## src/rtl/pcl_unit_if.sv

```systemverilog
`default_nettype none
// +------------------------------------------------------------------+
// | pcl_unit_if: command, data and PCH-handshake bundle for pcl_unit |
// | Revision: 1.0                                                    |
// +------------------------------------------------------------------+
interface pcl_unit_if;
  logic       pc_inc;
  logic       load_db;
  logic       push_vector;
  logic [1:0] vector_sel;
  logic       branch_take;
  logic [7:0] db_in;
  logic       carry_done;
  logic [7:0] address_low_out;
  logic [7:0] db_out;
  logic       carry_to_pch;
  logic       borrow_to_pch;
  logic       page_cross;
  logic       busy;

  modport master (
    output pc_inc, load_db, push_vector, vector_sel, branch_take, db_in, carry_done,
    input  address_low_out, db_out, carry_to_pch, borrow_to_pch, page_cross, busy
  );

  modport slave (
    input  pc_inc, load_db, push_vector, vector_sel, branch_take, db_in, carry_done,
    output address_low_out, db_out, carry_to_pch, borrow_to_pch, page_cross, busy
  );
endinterface
`default_nettype wire

```

## src/rtl/pcl_unit.sv

```systemverilog
`default_nettype none
// +------------------------------------------------------------------+
// | pcl_unit: 65C02 PC low byte with increment/load/vector/branch    |
// | and a PCH carry/borrow request handshake. Revision: 1.0          |
// +------------------------------------------------------------------+
module pcl_unit (
  input  wire logic   fclk,
  input  wire logic   reset,
  pcl_unit_if.slave   bus
);

  typedef enum logic [1:0] {
    ST_IDLE     = 2'd0,
    ST_WAIT_ACK = 2'd1,
    ST_WAIT_CLR = 2'd2
  } state_t;

  state_t     state_q, state_d;
  logic [7:0] pcl_q, pcl_d;
  logic       carry_q, carry_d;
  logic       borrow_q, borrow_d;
  logic       page_cross_q, page_cross_d;
  logic [8:0] inc_sum;
  logic [8:0] br_sum;
  logic [7:0] vector_lo;

  always_comb begin
    inc_sum = {1'b0, pcl_q} + 9'd1;
    br_sum  = {1'b0, pcl_q} + {1'b0, bus.db_in};
    case (bus.vector_sel)
      2'b00:   vector_lo = 8'hFA;
      2'b01:   vector_lo = 8'hFC;
      default: vector_lo = 8'hFE;
    endcase

    state_d      = state_q;
    pcl_d        = pcl_q;
    carry_d      = carry_q;
    borrow_d     = borrow_q;
    page_cross_d = 1'b0;

    case (state_q)
      ST_IDLE: begin
        if (bus.load_db) begin
          pcl_d = bus.db_in;
        end else if (bus.push_vector) begin
          pcl_d = vector_lo;
        end else if (bus.branch_take) begin
          pcl_d = br_sum[7:0];
          // Offset sign decides which carry-out value means a page was left.
          if (!bus.db_in[7] && br_sum[8]) begin
            carry_d      = 1'b1;
            page_cross_d = 1'b1;
            state_d      = ST_WAIT_ACK;
          end else if (bus.db_in[7] && !br_sum[8]) begin
            borrow_d     = 1'b1;
            page_cross_d = 1'b1;
            state_d      = ST_WAIT_ACK;
          end
        end else if (bus.pc_inc) begin
          pcl_d = inc_sum[7:0];
          if (inc_sum[8]) begin
            carry_d      = 1'b1;
            page_cross_d = 1'b1;
            state_d      = ST_WAIT_ACK;
          end
        end
      end
      ST_WAIT_ACK: begin
        if (bus.carry_done) begin
          carry_d  = 1'b0;
          borrow_d = 1'b0;
          state_d  = ST_WAIT_CLR;
        end
      end
      ST_WAIT_CLR: begin
        // Wait for the ack to fall so it cannot complete the next request.
        if (!bus.carry_done) begin
          state_d = ST_IDLE;
        end
      end
      default: state_d = ST_IDLE;
    endcase
  end

  always_ff @(posedge fclk or posedge reset) begin
    if (reset) begin
      state_q      <= ST_IDLE;
      pcl_q        <= 8'h00;
      carry_q      <= 1'b0;
      borrow_q     <= 1'b0;
      page_cross_q <= 1'b0;
    end else begin
      state_q      <= state_d;
      pcl_q        <= pcl_d;
      carry_q      <= carry_d;
      borrow_q     <= borrow_d;
      page_cross_q <= page_cross_d;
    end
  end

  assign bus.address_low_out = pcl_q;
  assign bus.db_out          = pcl_q;
  assign bus.carry_to_pch    = carry_q;
  assign bus.borrow_to_pch   = borrow_q;
  assign bus.page_cross      = page_cross_q;
  assign bus.busy            = (state_q != ST_IDLE);

endmodule
`default_nettype wire

```

## src/flat_wrapper.sv

```systemverilog
// flat-port wrapper written by rule: the top's interface ports become plain ports
module pcl_unit_flat 
  (fclk, reset, bus_pc_inc, bus_load_db, bus_push_vector, bus_vector_sel, bus_branch_take, bus_db_in, bus_carry_done, bus_address_low_out, bus_db_out, bus_carry_to_pch, bus_borrow_to_pch, bus_page_cross, bus_busy);
  pcl_unit_if bus_i ();
  input  wire logic fclk;
  input  wire logic reset;
  input wire logic [$bits(bus_i.pc_inc)-1:0] bus_pc_inc;
  input wire logic [$bits(bus_i.load_db)-1:0] bus_load_db;
  input wire logic [$bits(bus_i.push_vector)-1:0] bus_push_vector;
  input wire logic [$bits(bus_i.vector_sel)-1:0] bus_vector_sel;
  input wire logic [$bits(bus_i.branch_take)-1:0] bus_branch_take;
  input wire logic [$bits(bus_i.db_in)-1:0] bus_db_in;
  input wire logic [$bits(bus_i.carry_done)-1:0] bus_carry_done;
  output wire logic [$bits(bus_i.address_low_out)-1:0] bus_address_low_out;
  output wire logic [$bits(bus_i.db_out)-1:0] bus_db_out;
  output wire logic [$bits(bus_i.carry_to_pch)-1:0] bus_carry_to_pch;
  output wire logic [$bits(bus_i.borrow_to_pch)-1:0] bus_borrow_to_pch;
  output wire logic [$bits(bus_i.page_cross)-1:0] bus_page_cross;
  output wire logic [$bits(bus_i.busy)-1:0] bus_busy;
  assign bus_i.pc_inc = bus_pc_inc;
  assign bus_i.load_db = bus_load_db;
  assign bus_i.push_vector = bus_push_vector;
  assign bus_i.vector_sel = bus_vector_sel;
  assign bus_i.branch_take = bus_branch_take;
  assign bus_i.db_in = bus_db_in;
  assign bus_i.carry_done = bus_carry_done;
  assign bus_address_low_out = bus_i.address_low_out;
  assign bus_db_out = bus_i.db_out;
  assign bus_carry_to_pch = bus_i.carry_to_pch;
  assign bus_borrow_to_pch = bus_i.borrow_to_pch;
  assign bus_page_cross = bus_i.page_cross;
  assign bus_busy = bus_i.busy;
  pcl_unit u_core (.fclk(fclk), .reset(reset), .bus(bus_i));
endmodule
```

## config.mk

```make
export PLATFORM = sky130hd
export DESIGN_NAME = pcl_unit_flat
export DESIGN_NICKNAME = d
export VERILOG_FILES = /design/src/rtl/pcl_unit_if.sv /design/src/rtl/pcl_unit.sv /design/src/flat_wrapper.sv
export SDC_FILE = /design/constraint.sdc
export NUM_CORES = 1
export LEC_CHECK = 0
export CAP_MARGIN = 5
export CORE_MARGIN = 4
export CORE_UTILIZATION = 43
export CTS_CLUSTER_DIAMETER = 150
export DETAILED_ROUTE_END_ITERATION = 8
export PLACE_DENSITY = 0.79
export SLEW_MARGIN = 0
export SYNTH_ARGS = -nofsm -noshare
export SYNTH_HDL_FRONTEND = slang
export SYNTH_SLANG_ARGS = --single-unit
export TNS_END_PERCENT = 100
```

## constraint.sdc

```tcl
create_clock -name fclk -period 2.2 [get_ports fclk]
set_input_delay 0.22 -clock fclk [delete_from_list [all_inputs] [get_ports fclk]]
set_output_delay 0.22 -clock fclk [all_outputs]
set_load 0.02 [all_outputs]
```

==> run summary <==
The count of antenna diodes in the layout came out at 0. The summed instance area of the synthesized netlist is between 1000 and 1500 sq um. The I/O pin count is 37. The worst-case clock skew is 5.25 ps. The period utilization is 103%.

The die span in y is between 60 and 70 um. The most used flip-flop cell after synthesis is sky130_fd_sc_hd__dfrtp_1. The fmax is 443 MHz.

The least setup slack across all paths after layout came out at -55.2 ps. The count of mapped cells out of synthesis is 165. The number of synthesized flops with an enable pin came out at 0. The design draws 2250 uW. The worst-case IR drop observed on VDD is just under 600 uV. The final count of pins violating max slew came out at 0. The overall routing resource usage is between 20% and 30%. The fraction of final layout cells sized beyond drive strength 1 came out at between 20 and 25%.

The final-report setup violation count came out at 1. TritonCTS built the clock tree. The per-cell routed wire length is ~16 um. The wire length after detailed routing is ~4100 um.

Ranked by total cell area, the synthesized netlist is headed by sky130_fd_sc_hd__dfrtp_1 (25%), sky130_fd_sc_hd__ha_1 (10%), sky130_fd_sc_hd__o21ai_0 (5.7%). The xor-xnor portion of the synthesized cell area is under 10%. The first-pass iteration count of the detailed router is 4. Each instance of the synthesized netlist takes up on average 8.02 sq um. After clock tree synthesis, the clock-pin slew on the worst setup and hold paths is 100 ps. The data required time at the worst endpoint is 2410 ps. Ranked by instance count, the synthesized netlist is headed by sky130_fd_sc_hd__nor2_1 (17), sky130_fd_sc_hd__o21ai_0 (15), sky130_fd_sc_hd__a21oi_1 (13), sky130_fd_sc_hd__dfrtp_1 (13), sky130_fd_sc_hd__ha_1 (11). The initial utilization of the core area, before any placement, comes to 46.4%. The half-perimeter wire length after detailed placement came out at 3060 um. Entering global routing, the biggest net connects 20 pins. The count of warnings emitted by yosys came out at 0.

Routability-driven placement finished with a final weighted congestion of 0.890. By area, the combinational part of the netlist is dominated by compound AO/OA/AOI/OAI gates. The number of maximum-capacitance violations is 0. After detailed routing, the number of remaining DRC violations is 0. The global-route congestion overflow total came out at 0. The first global-routing pass estimated 6890 um of wire. The count of unique library cells instantiated by Yosys is 44. The flow ran to the end, but the final reports show violations.

The post-synthesis async set-or-reset flop share is 100%. The flip-flop and latch count after synthesis is 13. STA classifies the critical path endpoint as a flop.

Yosys instantiated no cell more often than sky130_fd_sc_hd__nor2_1. After floorplanning, the core was divided into 19 placement rows. The core box area is 2850 sq um. The number of buffers on the longest clock path came out at 2. The number of nets produced by synthesis is 194. Setup repair after global routing could not meet its margin everywhere. The setup TNS is -55.2 ps. Of the synthesized area, sequential elements account for 24.6%. Of all cell types, the one taking the most synthesized area is sky130_fd_sc_hd__dfrtp_1. The path category of the worst min-delay check is in -> async. The total of hold buffers inserted after clock tree synthesis came out at 0. The width of the chip came out at about 63 um. In this run the remaining antenna-violating nets after routing total 0. The category of the most critical setup path is reg -> reg. The worst max-slew margin expressed relative to the limit came out at 60.7%. The initial antenna violation count came out at 0.

The smallest clock period supported by the final layout is computed as 2260 ps. The transition time at the pin with the least slew margin came out at around 590 ps. Hold is met by about 270 ps. The share of the synthesized area in compound gates (AO/OA/AOI/OAI) is between 20% and 30%. The die covers approximately 4000 sq um. The basic-gate share of the synthesized area counting and, or, nand and nor cells came out at 24.3%. Of all nets on the critical path, the largest fanout is 3. The area added between synthesis and finish is 45.3%. Dividing the detail-routed via count by the number of cells gives 5.93. Dividing total power by cell area gives a power density of 1170 nW/um^2. The number of endpoints with negative hold slack in the final report came to 0. The via count of the first global-routing pass came out at 1540. The worst setup path is launched from a flop.

The cell sitting at the root of the clock tree is a sky130_fd_sc_hd__clkbuf_4. The clock insertion delay at the later pin of the skew report came out at 300 ps. The static leakage power came out at roughly 0.00083 uW. Once layout is done, the placed cells without fillers occupy 1920 sq um. The worst path arrival time is 2460 ps. The count of H-tree levels built during CTS came out at 1. The count of port buffers added during placement is 36. Summing all placed instances gives a cell area of 1870 sq um. The number of inserted filler cells in the final layout is 236. The post-place setup slack came out at -421 ps.

The count of vias placed by the detailed router came out at approximately 1500. The multiplexer share of the synthesized area came out at 0.757%. After the last flow step, the layout net total stands at 251. The number of buffers inserted during clock tree synthesis came out at 3. The synthesized design devotes to its leading area cell type about a quarter of total area. The count of routing violations after the opening detailed-route iteration is 79.

The final reports fail on setup timing. The area share of fa/ha/maj cells after synthesis came out at 11.9%. The number of sinks handled by clock tree synthesis is 13.
[report_power, final]
| group | switching, uW | leakage, uW | total (uW) | internal (uW) |
|---|---|---|---|---|
| Combinational | 866 | 0.000665 | 1670 | 801 |
| Sequential | 88.3 | 0.000151 | 416 | 328 |
| Clock | 103 | 0.0000177 | 171 | 67.9 |
[sequential cells by signal, summed over array words and instances, names as in the netlist]
name,flops
u_core.bus.address_low_out,8
u_core.state_q,2
u_core.bus.borrow_to_pch,1
u_core.bus.carry_to_pch,1
u_core.bus.page_cross,1
[logic make-up (layout without fill, tap and decap cells)]
logic type,after synthesis,after routing
simple gates,60,60
compound gates,51,51
buf+inv,22,78
flops,13,13
fa+ha+maj,12,12
xor+xnor,6,6
mux,1,1
[critical path: stages (launching register included)]
cell and delay, ps:
sky130_fd_sc_hd__dfrtp_2 440, sky130_fd_sc_hd__ha_4 170, sky130_fd_sc_hd__inv_2 50, sky130_fd_sc_hd__fa_2 180, sky130_fd_sc_hd__nand2b_4 140, sky130_fd_sc_hd__a21oi_4 60
sky130_fd_sc_hd__o21ai_2 130, sky130_fd_sc_hd__a21oi_2 80, sky130_fd_sc_hd__a211o_1 260, sky130_fd_sc_hd__ha_1 280, sky130_fd_sc_hd__nor2b_1 40, sky130_fd_sc_hd__o21a_1 180
sky130_fd_sc_hd__a21o_1 150
[per-stage QoR]
stage / instances / utilization [%]
6_report: 252 / 67.4
5_1_grt: 252 / 67.4
4_1_cts: 251 / 66.8
3_5_place_dp: 245 / 65.4
3_3_place_gp: 245 / 65.4
2_1_floorplan: 165 / -
[placed cells by master, fill, tap and decap left out, types with 4 or more instances in the layout]
master                            count
sky130_fd_sc_hd__a211oi_1             4
sky130_fd_sc_hd__clkdlybuf4s50_1     35
sky130_fd_sc_hd__nand3b_1             5
sky130_fd_sc_hd__nor2_1              17
sky130_fd_sc_hd__inv_1                8
sky130_fd_sc_hd__xnor2_1              4
sky130_fd_sc_hd__buf_4               29
sky130_fd_sc_hd__nor4_1               5
sky130_fd_sc_hd__dfrtp_1             10
sky130_fd_sc_hd__ha_1                10
sky130_fd_sc_hd__a21oi_1             11
sky130_fd_sc_hd__o21ai_0             13
sky130_fd_sc_hd__nand3_1              8
sky130_fd_sc_hd__nand2_1              9
[area by class of cell]
class / instances / area (sq um) / share of cell area (%)
clock buffers: 3 / 22.5 / 1.17
clock inverters: 1 / 5.00 / 0.260
well taps: 31 / 38.8 / 2.02
inverters: 9 / 33.8 / 1.76
flip-flops and latches: 13 / 329 / 17.1
multi-input cells: 130 / 916 / 47.7
repair buffers: 65 / 577 / 30.0
[path summary, 6_finish.rpt]
kind,startpoint,to,slack [ps],depth (start not counted)
setup / recovery,u_core.bus.address_low_out[0],u_core.state_q[0],-60,12
hold / removal,reset,u_core.state_q[1],270,2
setup reg to reg,u_core.bus.address_low_out[0],u_core.state_q[0],-60,12
hold reg to reg,u_core.bus.carry_to_pch,u_core.bus.carry_to_pch,530,2
max in group asynchronous,reset,u_core.bus.address_low_out[3],1510,2
min in group fclk,bus_db_in[0],u_core.bus.address_low_out[0],460,3
[metal layers]
metal / global-route usage, % / part of all wire, %
met5: 0 / 0
met4: 10.2 / 2.6
met3: 2.13 / 7.5
met2: 36.8 / 50
met1: 25.8 / 40
[what timing repair did]
| item | CTS | global route |
|---|---|---|
| pin swaps | 3 | 1 |
| resized for setup | 1 | 2 |
| setup endpoints to repair | 2 | 3 |
| buffers inserted | 2 | 1 |
No activity file was read; power rests on OpenSTA's default activity.
